--- src/rtl/univ_shift_reg_if.sv ---
// Bus bundle for univ_shift_reg: control/data inputs and registered outputs.
// Optional parity output present when UNIV_SHIFT_REG_PARITY_EN is defined.
interface univ_shift_reg_if #(
    parameter int unsigned WIDTH = 8
) ();
    logic             en;
    logic [2:0]       mode;
    logic [WIDTH-1:0] d;
    logic             sin;
    logic [WIDTH-1:0] q;
    logic [WIDTH-1:0] q_bar;
    logic             shift_out;
    logic             zero;
`ifdef UNIV_SHIFT_REG_PARITY_EN
    logic             parity;
`endif

    modport master (
`ifdef UNIV_SHIFT_REG_PARITY_EN
        input  parity,
`endif
        output en, mode, d, sin,
        input  q, q_bar, shift_out, zero
    );

    modport slave (
`ifdef UNIV_SHIFT_REG_PARITY_EN
        output parity,
`endif
        input  en, mode, d, sin,
        output q, q_bar, shift_out, zero
    );
endinterface

--- src/rtl/univ_shift_reg.sv ---
// Multi-mode WIDTH-bit storage/shift register with registered q, q_bar, shift_out and zero.
// Define UNIV_SHIFT_REG_PARITY_EN to add a registered parity output.
module univ_shift_reg #(
    parameter int unsigned      WIDTH     = 8,
    parameter logic [WIDTH-1:0] RESET_VAL = '0
) (
    input logic             clk,
    input logic             reset,
    univ_shift_reg_if.slave bus
);
    typedef enum logic [2:0] {
        ModeHold = 3'b000,
        ModeLoad = 3'b001,
        ModeShl  = 3'b010,
        ModeShr  = 3'b011,
        ModeRol  = 3'b100,
        ModeRor  = 3'b101,
        ModeAsr  = 3'b110,
        ModeClr  = 3'b111
    } mode_e;

    if (WIDTH < 1 || WIDTH > 64) begin : gen_bad_width
        $error("univ_shift_reg: WIDTH must be in 1..64");
    end

    logic [WIDTH-1:0] q_q, q_d, q_bar_q;
    logic             so_q, so_d, zero_q;
    logic [WIDTH-1:0] shl_val, shr_val, rol_val, ror_val, asr_val;
    logic             msb, lsb;

    // Single-bit registers have no interior bits, so every shift collapses onto q or sin.
    if (WIDTH == 1) begin : gen_w1
        assign shl_val = bus.sin;
        assign shr_val = bus.sin;
        assign rol_val = q_q;
        assign ror_val = q_q;
        assign asr_val = q_q;
        assign msb     = q_q[0];
        assign lsb     = q_q[0];
    end else begin : gen_wn
        assign shl_val = {q_q[WIDTH-2:0], bus.sin};
        assign shr_val = {bus.sin, q_q[WIDTH-1:1]};
        assign rol_val = {q_q[WIDTH-2:0], q_q[WIDTH-1]};
        assign ror_val = {q_q[0], q_q[WIDTH-1:1]};
        assign asr_val = {q_q[WIDTH-1], q_q[WIDTH-1:1]};
        assign msb     = q_q[WIDTH-1];
        assign lsb     = q_q[0];
    end

    always_comb begin
        q_d  = q_q;
        so_d = so_q;
        if (bus.en) begin
            unique case (mode_e'(bus.mode))
                ModeHold: ;
                ModeLoad: q_d = bus.d;
                ModeShl:  begin q_d = shl_val; so_d = msb; end
                ModeShr:  begin q_d = shr_val; so_d = lsb; end
                ModeRol:  begin q_d = rol_val; so_d = msb; end
                ModeRor:  begin q_d = ror_val; so_d = lsb; end
                ModeAsr:  begin q_d = asr_val; so_d = lsb; end
                ModeClr:  begin q_d = '0;      so_d = 1'b0; end
                default:  ;
            endcase
        end
    end

    // Derived outputs are registered from q_d so they align with q on the same edge.
    always_ff @(posedge clk) begin
        if (reset) begin
            q_q     <= RESET_VAL;
            q_bar_q <= ~RESET_VAL;
            so_q    <= 1'b0;
            zero_q  <= (RESET_VAL == '0);
        end else begin
            q_q     <= q_d;
            q_bar_q <= ~q_d;
            so_q    <= so_d;
            zero_q  <= (q_d == '0);
        end
    end

`ifdef UNIV_SHIFT_REG_PARITY_EN
    logic parity_q;

    always_ff @(posedge clk) begin
        if (reset) begin
            parity_q <= ^RESET_VAL;
        end else begin
            parity_q <= ^q_d;
        end
    end

    assign bus.parity = parity_q;
`endif

    assign bus.q         = q_q;
    assign bus.q_bar     = q_bar_q;
    assign bus.shift_out = so_q;
    assign bus.zero      = zero_q;
endmodule
--- src/flat_wrapper.sv ---
// flat-port wrapper written by rule: the top's interface ports become plain ports
module univ_shift_reg_flat 
#(
    parameter int unsigned      WIDTH     = 8,
    parameter logic [WIDTH-1:0] RESET_VAL = '0
)
  (clk, reset, bus_en, bus_mode, bus_d, bus_sin, bus_q, bus_q_bar, bus_shift_out, bus_zero);
  univ_shift_reg_if #(.WIDTH(WIDTH)) bus_i ();
  input logic clk;
  input logic reset;
  input wire logic [$bits(bus_i.en)-1:0] bus_en;
  input wire logic [$bits(bus_i.mode)-1:0] bus_mode;
  input wire logic [$bits(bus_i.d)-1:0] bus_d;
  input wire logic [$bits(bus_i.sin)-1:0] bus_sin;
  output wire logic [$bits(bus_i.q)-1:0] bus_q;
  output wire logic [$bits(bus_i.q_bar)-1:0] bus_q_bar;
  output wire logic [$bits(bus_i.shift_out)-1:0] bus_shift_out;
  output wire logic [$bits(bus_i.zero)-1:0] bus_zero;
  assign bus_i.en = bus_en;
  assign bus_i.mode = bus_mode;
  assign bus_i.d = bus_d;
  assign bus_i.sin = bus_sin;
  assign bus_q = bus_i.q;
  assign bus_q_bar = bus_i.q_bar;
  assign bus_shift_out = bus_i.shift_out;
  assign bus_zero = bus_i.zero;
  univ_shift_reg #(.WIDTH(WIDTH), .RESET_VAL(RESET_VAL)) u_core (.clk(clk), .reset(reset), .bus(bus_i));
endmodule
--- config.mk ---
export PLATFORM = sky130hd
export DESIGN_NAME = univ_shift_reg_flat
export DESIGN_NICKNAME = d
export VERILOG_FILES = /design/src/rtl/univ_shift_reg_if.sv /design/src/rtl/univ_shift_reg.sv /design/src/flat_wrapper.sv
export SDC_FILE = /design/constraint.sdc
export NUM_CORES = 1
export LEC_CHECK = 0
export CORE_MARGIN = 10
export CORE_UTILIZATION = 55
export DETAILED_ROUTE_END_ITERATION = 16
export DONT_BUFFER_PORTS = 1
export PLACE_DENSITY = 0.73
export SYNTH_ARGS = -nofsm -noshare
export SYNTH_HDL_FRONTEND = slang
export SYNTH_SLANG_ARGS = --single-unit
--- constraint.sdc ---
create_clock -name clk -period 2.35 [get_ports clk]
set_input_delay 0.47 -clock clk [delete_from_list [all_inputs] [get_ports clk]]
set_output_delay 0.47 -clock clk [all_outputs]
set_load 0.01 [all_outputs]
* Word level (Yosys, flattened, before mapping)
Index checks and enable logic that the tools add are counted.
Word-level totals: bits in registers 18, latch bits 0, bits in writable memories 0, bits in read-only memories 0, bits of input ports 15, output and inout port bits 18, logic and storage cells 20, memories kept 0
Operators by class: add/subtract/negate cells 0, $mul 0, div/mod/pow operators 0, $lt $le $gt $ge 0, equal/unequal tests 7, shifts and indexed selects 0, mux-type cells 3, bitwise logic cells 1, reduce and logical (&&, ||, !) cells 5
Operators by type and width (count):
- $pmux 8 s7 | 1
- $eq 3x3->1 const B | 4
- $logic_not 8->1 | 1
- $mux 8 | 1
- $not 8->8 | 1
- $eq 3x2->1 const B | 2
- $eq 3x1->1 const B | 1
- $pmux 1 s3 | 1
- $reduce_bool 3->1 | 1
- $reduce_or 3->1 | 1
- $reduce_and 2->1 | 1
- $reduce_or 2->1 | 1

* Logic depth before layout (Yosys ltp)
Gate-level depths: netlist of the first run.
word-level depth 4, mapped depth 7, gate-level depth less buffers 5

* Worst setup path before layout of the first run
No wires, ideal clock.
path type input to register, from in bus_mode[1], to reg u_core.zero_q (netlist: u_core.bus.zero), setup time 0.096 ns, data arrival time 1.731 ns, slack 0.524 ns, stages on the path 7, path buffers 2, cells stage by stage buf_6 -> or2_1 -> buf_6 -> o21a_4 -> o32ai_1 -> o2111ai_1 -> o41ai_2
On the way: cells in the longest elaborated chain, start to end 4, elaborated cells on any way between the ends 10
Ends and longest elaborated chain:
- start, declared | RTL line flat_wrapper.sv:12 | input wire logic [$bits(bus_i.mode)-1:0] bus_mode;
- $eq 3x3->1 (tied with other cells) | RTL line univ_shift_reg.sv:54 | unique case (mode_e'(bus.mode))
- $pmux 8 s7 (*) | RTL line univ_shift_reg.sv:54
- $mux 8 (*) | RTL line univ_shift_reg.sv:53 | if (bus.en) begin
- $logic_not 8->1 (*) | RTL line univ_shift_reg.sv:79 | zero_q <= (q_d == '0);
- end signal, assigned | RTL line univ_shift_reg.sv:74 | zero_q <= (RESET_VAL == '0);
- end signal, assigned | RTL line univ_shift_reg.sv:79
- end, declared | RTL line univ_shift_reg.sv:27 | logic so_q, so_d, zero_q;
Mark *: on every way between the ends. The rest lies on a longest branch, timed or not. A chain may end at the register's enable or synchronous reset.

* Final worst setup path of the first run
Same ends and word-level chain as after synthesis.

==> results of run 1 <==
## cell usage after synthesis, types with 2 or more instances
library cell / instances / share of area
sky130_fd_sc_hd__o21ai_0: 10 / 0.050
sky130_fd_sc_hd__nor2b_1: 6 / 0.037
sky130_fd_sc_hd__and2_1: 4 / 0.025
sky130_fd_sc_hd__dfxtp_1: 18 / 0.36
sky130_fd_sc_hd__o32ai_1: 3 / 0.026
sky130_fd_sc_hd__o22ai_1: 10 / 0.062
sky130_fd_sc_hd__o32a_1: 2 / 0.020
sky130_fd_sc_hd__nor2_1: 6 / 0.022
sky130_fd_sc_hd__a21oi_1: 3 / 0.015
sky130_fd_sc_hd__nand2b_1: 11 / 0.068
sky130_fd_sc_hd__clkbuf_1: 3 / 0.011
sky130_fd_sc_hd__a31oi_1: 3 / 0.019
sky130_fd_sc_hd__buf_6: 2 / 0.022
sky130_fd_sc_hd__buf_4: 2 / 0.015
sky130_fd_sc_hd__nand3b_1: 3 / 0.022
sky130_fd_sc_hd__nand2_1: 11 / 0.041
sky130_fd_sc_hd__mux2i_1: 3 / 0.030
sky130_fd_sc_hd__inv_1: 12 / 0.045
## final cells by class
type	instances	area, sq um	share of cell area
Multi-Input combinational cell	87	552	0.538
Sequential cell	18	360	0.352
Inverter	12	45.0	0.0440
Clock buffer	4	36.3	0.0354
Tap cell	25	31.3	0.0305
## registers in the layout (all words and copies together), names as in the netlist
name,flops
u_core.bus.q,8
u_core.bus.q_bar,8
u_core.bus.shift_out,1
u_core.bus.zero,1
## worst max-delay path by stage
stage / endpoint / slack (ns) / cells past startpoint / startpoint
5_1_grt: u_core.bus.zero / 0.58 / 5 / u_core.bus.q[0]
3_3_place_gp: u_core.bus.zero / 0.53 / 5 / bus_mode[1]
6_report: u_core.bus.zero / 0.73 / 5 / bus_mode[1]
4_1_cts: u_core.bus.zero / 0.72 / 5 / u_core.bus.q[0]
2_1_floorplan: u_core.bus.zero / 0.52 / 7 / bus_mode[1]
3_5_place_dp: u_core.bus.zero / 0.48 / 5 / bus_mode[1]
## through the flow
| step | power [mW] | hold WS [ns] | area, sq um |
|---|---|---|---|
| 2_1_floorplan | 0.464 | 0.527 | 1010 |
| 3_3_place_gp | 0.471 | 0.546 | 988 |
| 3_5_place_dp | 0.473 | 0.546 | 988 |
| 4_1_cts | 0.653 | 0.234 | 1020 |
| 5_1_grt | 0.683 | 0.229 | 1020 |
| 6_report | 0.648 | 0.239 | 1020 |
## metal layers
layer	global-route usage	wire length (microns)
met1	0.141	1000
met2	0.181	1120
met3	0.0484	215
met4	0.0503	38
met5	0	0
## worst reg2reg max path, delay by kind of cell (launching register included)
| kind | cells | cell delay [ns] |
|---|---|---|
| AO/OA/AOI/OAI | 4 | 0.94 |
| AND/OR/NAND/NOR | 1 | 0.16 |
| flip-flops | 1 | 0.42 |
## power by group
group	total, mW	switching [mW]	internal, mW
combinational	0.100	0.0514	0.0486
sequential	0.365	0.0361	0.329
clock	0.182	0.0879	0.0944
## logic make-up after synthesis
family / after synthesis / synth area share
AOI/OAI and AO/OA: 37 / 0.256
DFF: 18 / 0.356
muxes: 3 / 0.0297
and+or+nand+nor: 46 / 0.244
xor gates and xnor gates: 1 / 0.0161
buffers and inverters: 20 / 0.0978
==> results.md, run 1 <==
* finished clean — result of the run
* 632 mW/mm^2 — pwr/cell area
* 0 — number of DRC violations after detailed routing
* 62.9 microns — Die W
* reset — startpoint of the lowest-slack hold path
* 0.40 ns — biggest cell delay along the critical path
* 0.118 — total track usage
* u_core.bus.q[0] — launch instance of the worst register-to-register path
* 0 — final setup violation count
* 0.803 — last weighted congestion value of the routability-driven placer
* 4 — DR pass1 iterations
* 0 — quantity of gates resized following cts
* 0 — Hold Buf Count CTS
* 140 — net count of the mapped netlist
* sky130_fd_sc_hd__dfxtp_1 (18), sky130_fd_sc_hd__inv_1 (12), sky130_fd_sc_hd__nand2_1 (11), sky130_fd_sc_hd__nand2b_1 (11) — commonest cells after routing, fill and taps aside
* 0.09 ns — clock input transition at the sequential cells of the worst setup and hold paths
* 0 — Pins Over Slew Limit
* 0.730 ns — post-route setup slack
* 0.74 ns — setup slack of the most critical reg-to-reg path
* 0.00173 sq mm — core box area
* 0.593 — final cell utilization of the core
* sky130_fd_sc_hd__clkbuf_4 — root buffer cell
* 0.486 mV — maximum vdd ir drop
* 25 — pin count of the biggest net entering global routing
* 0 ns — setup TNS
* 137 — number of nets in the finished design
* 31 — Cell variety after synth
* 1.62 ns — shortest clock period the worst path allows after layout
* 3.86 mm — global-route wire length before repair
* 18 — FF+latch count, synth
* 0 — number of maximum-capacitance constraint violations
* 0 — worst path bufs/invs
* 0.0744 — ratio of cells with drive above 1 in the final layout
* xnor2_2 -> o22ai_1 -> o32ai_1 -> o2111ai_1 -> o41ai_2 — series of cell instances along the critical path
* 1.36% — layout overhead on the synthesized area
* 2 — buffers from clock root to sink, at most
* 0.00395 sq mm — die area
* 8.09 sq um — Mean Syn Cell Area
* input pin to flop — kind of critical path
* flop — crit path capture type
* 0.617 GHz — Max Clock Freq
* 1.82 mm — DPL Wire Length
* 843 — total number of vias
* 0 — post-CTS setup buffer count
* 11 — crit-path max FO
* input pin to flop — type of the worst min-delay path
* input pin — kind of start point of the critical path
* 1 — Worst Hold Path Cells
* 0.373 nW — cell leakage power
* 0 — count of synthesis-stage warnings from yosys
* 0 — number of antenna violations at the first check in global routing
* 753 — number of global-route vias before repair
* 0.00101 sq mm — area of the mapped netlist
* 0.689 — period utilisation layout
* 0.477 ns — post-placement worst setup slack
* 18 — count of clock tree sinks
* 5.77 — ratio of routed vias to standard cells
* built — CTS tree
* 146 — number of non-filler instances in the completed layout
* 3 — clock buffers created by TritonCTS
* 15 — total number of placement rows
* 142 — instance count after placement with tap cells included
* sky130_fd_sc_hd__o32ai_1 — Critical-path top delay cell
* 155 — Layout fillers
* 125 — number of standard cells after synthesis
* u_core.bus.zero — capturing point of the worst reg2reg path
* 5 — number of cells traversed by the worst register-to-register path
* no — RSZ-0062 raised after global routing
* 1.81 ns — Arr. time, crit path
* compound AO/OA/AOI/OAI gates — family of cells with the greatest summed delay on the critical path
* 0 — Antenna Violating Nets Remaining
* 0.749 — relative slew slack
* 0.375 ns — Worst Max-Slew Pin Slew
* 0.586 — initial standard-cell utilization of the core
* 62.9 microns — Vert. Die Dim
* 0.00109 ns — final setup skew
* 0 — remaining global-route overflow
* sky130_fd_sc_hd__dfxtp_1 — most used flip-flop cell after synthesis
* 0 — ANT cells
* 2.54 ns — data required time of the worst path
* 17 — First DRT Iteration DRCs
* 0.356 — proportion of synthesized chip area in sequential cells
* 0.29 ns — worst skew pair latency
* 33 — number of top-level design ports
* 1 — number of H-tree levels
* 0 — number of hold-slack violations in the final timing report
* 0 — share of synthesized flip-flops with an asynchronous set or reset
* sky130_fd_sc_hd__dfxtp_1 — most common library cell in the layout ignoring fill and taps
* u_core.bus.shift_out — Hold EP
* 2.37 mm — DRT Wirelength
* 0 — number of synthesized flops with an enable pin
* 16.3 microns — Wirelength per Cell
* 0 — number of port buffers
Power figures use the tool's default switching activity.
==> run 2: changes to the inputs <==
- clock period: 2.35 -> 1.55 ns (I/O delays scaled with it)
==> run 2 against run 1 <==
Clock skew up 0.0051 ns. First-iteration DRC count up 71%. Global-route usage up 1.3 points. Clock-buffer cell count unchanged. Utilization up 7.8 points. Largest power group unchanged.
==> results.md, run 2 (synthesis results as in run 1) <==
* finished clean — result of the run
* 941 — number of global-route vias before repair, +25%
* sky130_fd_sc_hd__dfxtp_1 — Critical-path top delay cell
* 1.66 ns — Arr. time, crit path, -0.15 ns
* 0 — final setup violation count, unchanged
* 0.11 ns — clock input transition at the sequential cells of the worst setup and hold paths, +0.02 ns
* 2 — buffers from clock root to sink, at most, unchanged
* 18 — count of clock tree sinks, unchanged
* flop — crit path capture type
* 1.75 ns — data required time of the worst path, -0.79 ns
* 6 — crit-path max FO, -5
* 0 — number of hold-slack violations in the final timing report, unchanged
* 3 — clock buffers created by TritonCTS, unchanged
* flop — kind of start point of the critical path
* 62.9 microns — Die W, unchanged
* 0.946 — period utilisation layout
* 0.212 — combinational cell fraction of total power, +0.058
* u_core.bus.q[4] — launch point of the critical path
* 0.778 — relative slew slack, +0.0289
* u_core.bus.q[4] — launch instance of the worst register-to-register path
* 14.7% — layout overhead on the synthesized area
* 905 mW/mm^2 — pwr/cell area, +43%
* 25 — pin count of the biggest net entering global routing, unchanged
* 0.0746 ns — Min Hold Slack, -0.165 ns
* 161 — number of non-filler instances in the completed layout, +10%
* -0.0960 ns — post-placement worst setup slack, -0.573 ns
* 0 — ANT cells, unchanged
* 0.454 nW — cell leakage power, +22%
* 0.29 ns — worst skew pair latency, about the same
* 0.00395 sq mm — die area, unchanged
* nand2b_1 -> o22ai_1 -> o32ai_2 -> o2111ai_1 -> o41ai_2 — series of cell instances along the critical path
* 0.199 — ratio of cells with drive above 1 in the final layout, +0.124
* 1.47 ns — shortest clock period the worst path allows after layout
* 0.514 mV — maximum vdd ir drop, +5.7%
* 0 — Hold Buf Count CTS, unchanged
* 0 — Antenna Violating Nets Remaining, unchanged
* 0 — quantity of gates resized following cts, unchanged
* 0 — number of antenna violations at the first check in global routing, unchanged
* 0.332 ns — Worst Max-Slew Pin Slew, -0.0430 ns
* 0.276 — proportion of total power due to net switching, +0.00480
* sky130_fd_sc_hd__dfxtp_1 — most common library cell in the layout ignoring fill and taps
* 0.00620 ns — final setup skew, +0.00512 ns
* 15 — total number of placement rows, unchanged
* sky130_fd_sc_hd__clkbuf_4 — root buffer cell
* 0.515 — share of power burned in registers, -0.049
* 1 — number of H-tree levels, unchanged
* no — RSZ-0062 raised after global routing
* 157 — instance count after placement with tap cells included, +11%
* 152 — number of nets in the finished design, +11%
* sky130_fd_sc_hd__dfxtp_1 (18), sky130_fd_sc_hd__buf_4 (15), sky130_fd_sc_hd__inv_1 (12), sky130_fd_sc_hd__nand2_1 (11), sky130_fd_sc_hd__nand2b_1 (11) — commonest cells after routing, fill and taps aside
* 0 — remaining global-route overflow, unchanged
* 5.63 — ratio of routed vias to standard cells, -2.5%
* 0.40 ns — biggest cell delay along the critical path, about the same
* 0 — number of maximum-capacitance constraint violations, unchanged
* 0.131 — total track usage, +0.0129
* 2.53 mm — DRT Wirelength, +6.7%
* 0.682 GHz — Max Clock Freq
* 0 — Pins Over Slew Limit, unchanged
* 906 — total number of vias, +7.5%
* 0.672 — final cell utilization of the core, +0.0783
* 0.760 mW — Pint, +61%
* flop to flop — kind of critical path
* 1.95 mm — DPL Wire Length, +7.3%
* 0.00173 sq mm — core box area, unchanged
* 0 — post-CTS setup buffer count, unchanged
* 0.832 — last weighted congestion value of the routability-driven placer, +3.6%
* 4.40 mm — global-route wire length before repair, +14%
* 0 — number of DRC violations after detailed routing, unchanged
* 0.274 — portion of total power attributed to the clock network, -0.007
* reset — startpoint of the lowest-slack hold path
* 62.9 microns — Vert. Die Dim, unchanged
* input pin to flop — type of the worst min-delay path
* 0.586 — initial standard-cell utilization of the core, unchanged
* 0.289 mW — Psw, +65%
* 33 — number of top-level design ports, unchanged
* 0.0841 ns — post-route setup slack, -0.646 ns
* 15.7 microns — Wirelength per Cell, -3.2%
* 0 — number of port buffers, unchanged
* 29 — First DRT Iteration DRCs, +12
* built — CTS tree
* 4 — DR pass1 iterations, unchanged
==> run 2: power by group through the flow <==
| stage | combinational (mW) | clock [mW] | sequential (mW) |
|---|---|---|---|
| 2_1_floorplan | 0.160 | 0 | 0.553 |
| 5_1_grt | 0.249 | 0.315 | 0.546 |
| 3_3_place_gp | 0.217 | 0 | 0.551 |
| 6_report | 0.222 | 0.287 | 0.540 |
| 4_1_cts | 0.223 | 0.294 | 0.541 |
| 3_5_place_dp | 0.222 | 0 | 0.551 |
==> run 2: path summary, 6_finish.rpt <==
| check | end | slack (ns) | depth (start not counted) |
|---|---|---|---|
| worst max-delay path | u_core.bus.zero | 0.08 | 5 |
| worst min-delay path | u_core.bus.shift_out | 0.07 | 1 |
| worst max register to register | u_core.bus.zero | 0.08 | 5 |
| worst min register to register | u_core.bus.shift_out | 0.56 | 2 |
==> run 2: layout make-up <==
| class | instances | area (sq um) |
|---|---|---|
| inverters | 12 | 45.0 |
| multi-input cells | 87 | 574 |
| flip-flops and latches | 18 | 360 |
| fillers | 154 | 567 |
| clock buffers | 4 | 36.3 |
| repair buffers | 15 | 113 |
| well taps | 25 | 31.3 |
==> run 2: through the flow <==
| stage | total power, mW | setup TNS (ns) | instance area, sq um |
|---|---|---|---|
| 4_1_cts | 1.06 | 0 | 1160 |
| 6_report | 1.05 | 0 | 1160 |
| 3_3_place_gp | 0.768 | -0.123 | 1120 |
| 2_1_floorplan | 0.713 | -0.0940 | 1030 |
| 5_1_grt | 1.11 | 0 | 1160 |
| 3_5_place_dp | 0.773 | -0.0960 | 1120 |
==> run 2: routing by layer <==
metal	vias up	track usage	share of wire	wire (microns)
met5	-	0	0	0
met4	0	0.0363	0.0051	13
met3	2	0.0753	0.11	285
met2	36	0.202	0.46	1170
met1	415	0.150	0.42	1070
li1	453	-	-	-
==> run 2: worst max-delay path, delay by kind of cell, from the launching register on <==
family / cells / cell delay [ns]
flip-flops: 1 / 0.40
AND/OR/NAND/NOR: 1 / 0.11
AO/OA/AOI/OAI: 4 / 0.86
==> run 3: changes to the inputs <==
- CORE_UTILIZATION: 55 -> 25
- PLACE_DENSITY: 0.73 -> 0.41
==> run 3 against run 2 <==
Worst setup slack better by 0.0033 ns. Combinational power grew 6%. Sequential share of layout area down 1.7 points. Flip-flop and latch count is the same. Cell area is 7.1% higher. Via count is 0.33% lower. Clock power grew 31%. Critical path depth stayed put. Non-clock buffer count increased by 3. Wire length is 16% higher. Power rose by 9.8%. Die area increased by 77%. Critical path type unchanged. Critical endpoint unchanged.
==> results.md, run 3 (synthesis results as in run 1) <==
* 1 — number of H-tree levels, unchanged
* 0.00117 sq mm — post-placement cell area, +4.1%
* 0.684 GHz — Max Clock Freq, +0.22%
* 0.944 — period utilisation layout, -0.00211
* 903 — total number of vias, -0.33%
* 33 — number of top-level design ports, unchanged
* 0.785 — last weighted congestion value of the routability-driven placer, -5.6%
* 1.46 ns — shortest clock period the worst path allows after layout, -0.00327 ns
* 0.0852 — total track usage, -0.0459
* 0.0874 ns — post-route setup slack, +0.00327 ns
* flop — kind of start point of the critical path
* 904 — number of global-route vias before repair, -3.9%
* 0.376 ns — Worst Max-Slew Pin Slew, +0.0443 ns
* 0 — number of maximum-capacitance constraint violations, unchanged
* 928 mW/mm^2 — pwr/cell area, +2.5%
* 83.6 microns — Die W, +33%
* flop — crit path capture type
* 83.6 microns — Vert. Die Dim, +33%
* 0 — Hold Buf Count CTS, unchanged
* 4 — DR pass1 iterations, unchanged
* 155 — number of nets in the finished design, +2.0%
* 0 — number of port buffers, unchanged
* 0.25 ns — worst skew pair latency, -0.04 ns
* 89 — First DRT Iteration DRCs, +210%
* 0.37 ns — biggest cell delay along the critical path, -0.03 ns
* 2.95 mm — DRT Wirelength, +16%
* 0 — number of DRC violations after detailed routing, unchanged
* 0.07 ns — clock input transition at the sequential cells of the worst setup and hold paths, -0.04 ns
* 25 — pin count of the biggest net entering global routing, unchanged
* input pin to flop — type of the worst min-delay path
* 3 — clock buffers created by TritonCTS, unchanged
* 1.62 ns — Arr. time, crit path, -0.04 ns
* flop to flop — kind of critical path
* 0.00394 sq mm — core box area, +130%
* 2.29 mm — DPL Wire Length, +17%
* sky130_fd_sc_hd__buf_4 — most common library cell in the layout ignoring fill and taps
* built — CTS tree
* 0 ns — setup TNS, unchanged
* 22.9% — layout overhead on the synthesized area
* 1.15 mW — total chip power, +9.8%
* 0 — number of antenna violations at the first check in global routing, unchanged
* 0.00398 ns — final setup skew, -0.00223 ns
* 0 — final setup violation count, unchanged
* 0.09 ns — setup slack of the most critical reg-to-reg path, about the same
* 0.00699 sq mm — die area, +77%
* 4.78 — ratio of routed vias to standard cells, -15%
* 0.256 — initial standard-cell utilization of the core, -0.329
* 23 — total number of placement rows, +8
* 0 — number of hold-slack violations in the final timing report, unchanged
* 5.04 mm — global-route wire length before repair, +14%
* 15.6 microns — Wirelength per Cell, -0.82%
* compound AO/OA/AOI/OAI gates — family of cells with the greatest summed delay on the critical path
* 18 — count of clock tree sinks, unchanged
* 424 — Layout fillers, +180%
* 0 — worst path bufs/invs, unchanged
* sky130_fd_sc_hd__dfxtp_4 — Critical-path top delay cell
* -0.129 ns — post-placement worst setup slack, -0.0330 ns
* sky130_fd_sc_hd__buf_4 (18), sky130_fd_sc_hd__dfxtp_1 (16), sky130_fd_sc_hd__inv_1 (12), sky130_fd_sc_hd__nand2_1 (11), sky130_fd_sc_hd__nand2b_1 (11) — commonest cells after routing, fill and taps aside
* 0.748 — relative slew slack, -0.0297
* 0.511 mV — maximum vdd ir drop, -0.44%
* 0 — Antenna Violating Nets Remaining, unchanged
* 2 — buffers from clock root to sink, at most, unchanged
* 0.237 — ratio of cells with drive above 1 in the final layout, +0.0389
* 0 — Pins Over Slew Limit, unchanged
* 6 — crit-path max FO, unchanged
* finished clean — result of the run
* 0.00124 sq mm — final non-filler cell area, +7.1%
* nor2b_1 -> o22ai_1 -> o32a_1 -> or2_1 -> o41ai_2 — series of cell instances along the critical path
* 0.481 nW — cell leakage power, +6.1%
* 0 — ANT cells, unchanged
* 1.70 ns — data required time of the worst path, -0.05 ns
* sky130_fd_sc_hd__clkbuf_8 — root buffer cell
* 0 — remaining global-route overflow, unchanged
## run 3: per-stage QoR
step | utilization | cells | hold slack [ns]
2_1_floorplan | - | 125 | 0.382
3_3_place_gp | 0.297 | 184 | 0.390
3_5_place_dp | 0.297 | 184 | 0.389
4_1_cts | 0.311 | 188 | 0.119
5_1_grt | 0.315 | 189 | 0.126
6_report | 0.315 | 189 | 0.123
## run 3: worst paths after layout
path | startpoint | end | cells past startpoint
worst max-delay path | u_core.bus.q[3] | u_core.bus.zero | 5
worst min-delay path | reset | u_core.bus.shift_out | 1
worst max register to register | u_core.bus.q[3] | u_core.bus.zero | 5
worst min register to register | u_core.bus.shift_out | u_core.bus.shift_out | 2
## run 3: final cells by class
| class | count | area, sq um | share of cell area |
|---|---|---|---|
| tap | 50 | 62.6 | 0.0504 |
| timing repair buffer | 18 | 135 | 0.109 |
| inverter | 12 | 45.0 | 0.0363 |
| multi-input combinational | 87 | 579 | 0.466 |
| sequential | 18 | 365 | 0.294 |
| clock buffer | 4 | 55.1 | 0.0443 |
## run 3: timing repair
action / 4_1_cts / 5_1_grt
endpoints found under the setup margin: 0 / 1
setup buffers: 0 / 1
gates resized for setup: 0 / 5
## run 3: metal layers
layer | part of all wire | vias up | global-route usage
met2 | 0.50 | 22 | 0.141
met5 | 0 | - | 0
met1 | 0.44 | 419 | 0.101
li1 | - | 458 | -
met3 | 0.056 | 4 | 0.0264
met4 | 0.011 | 0 | 0.0274
## run 3: power breakdown
group	total (mW)	switching (mW)	internal (mW)	leakage (nW)
registers	0.543	0.0428	0.500	0.150
logic	0.235	0.111	0.125	0.302
clock network	0.375	0.149	0.225	0.0288
total	1.15	0.303	0.850	0.481
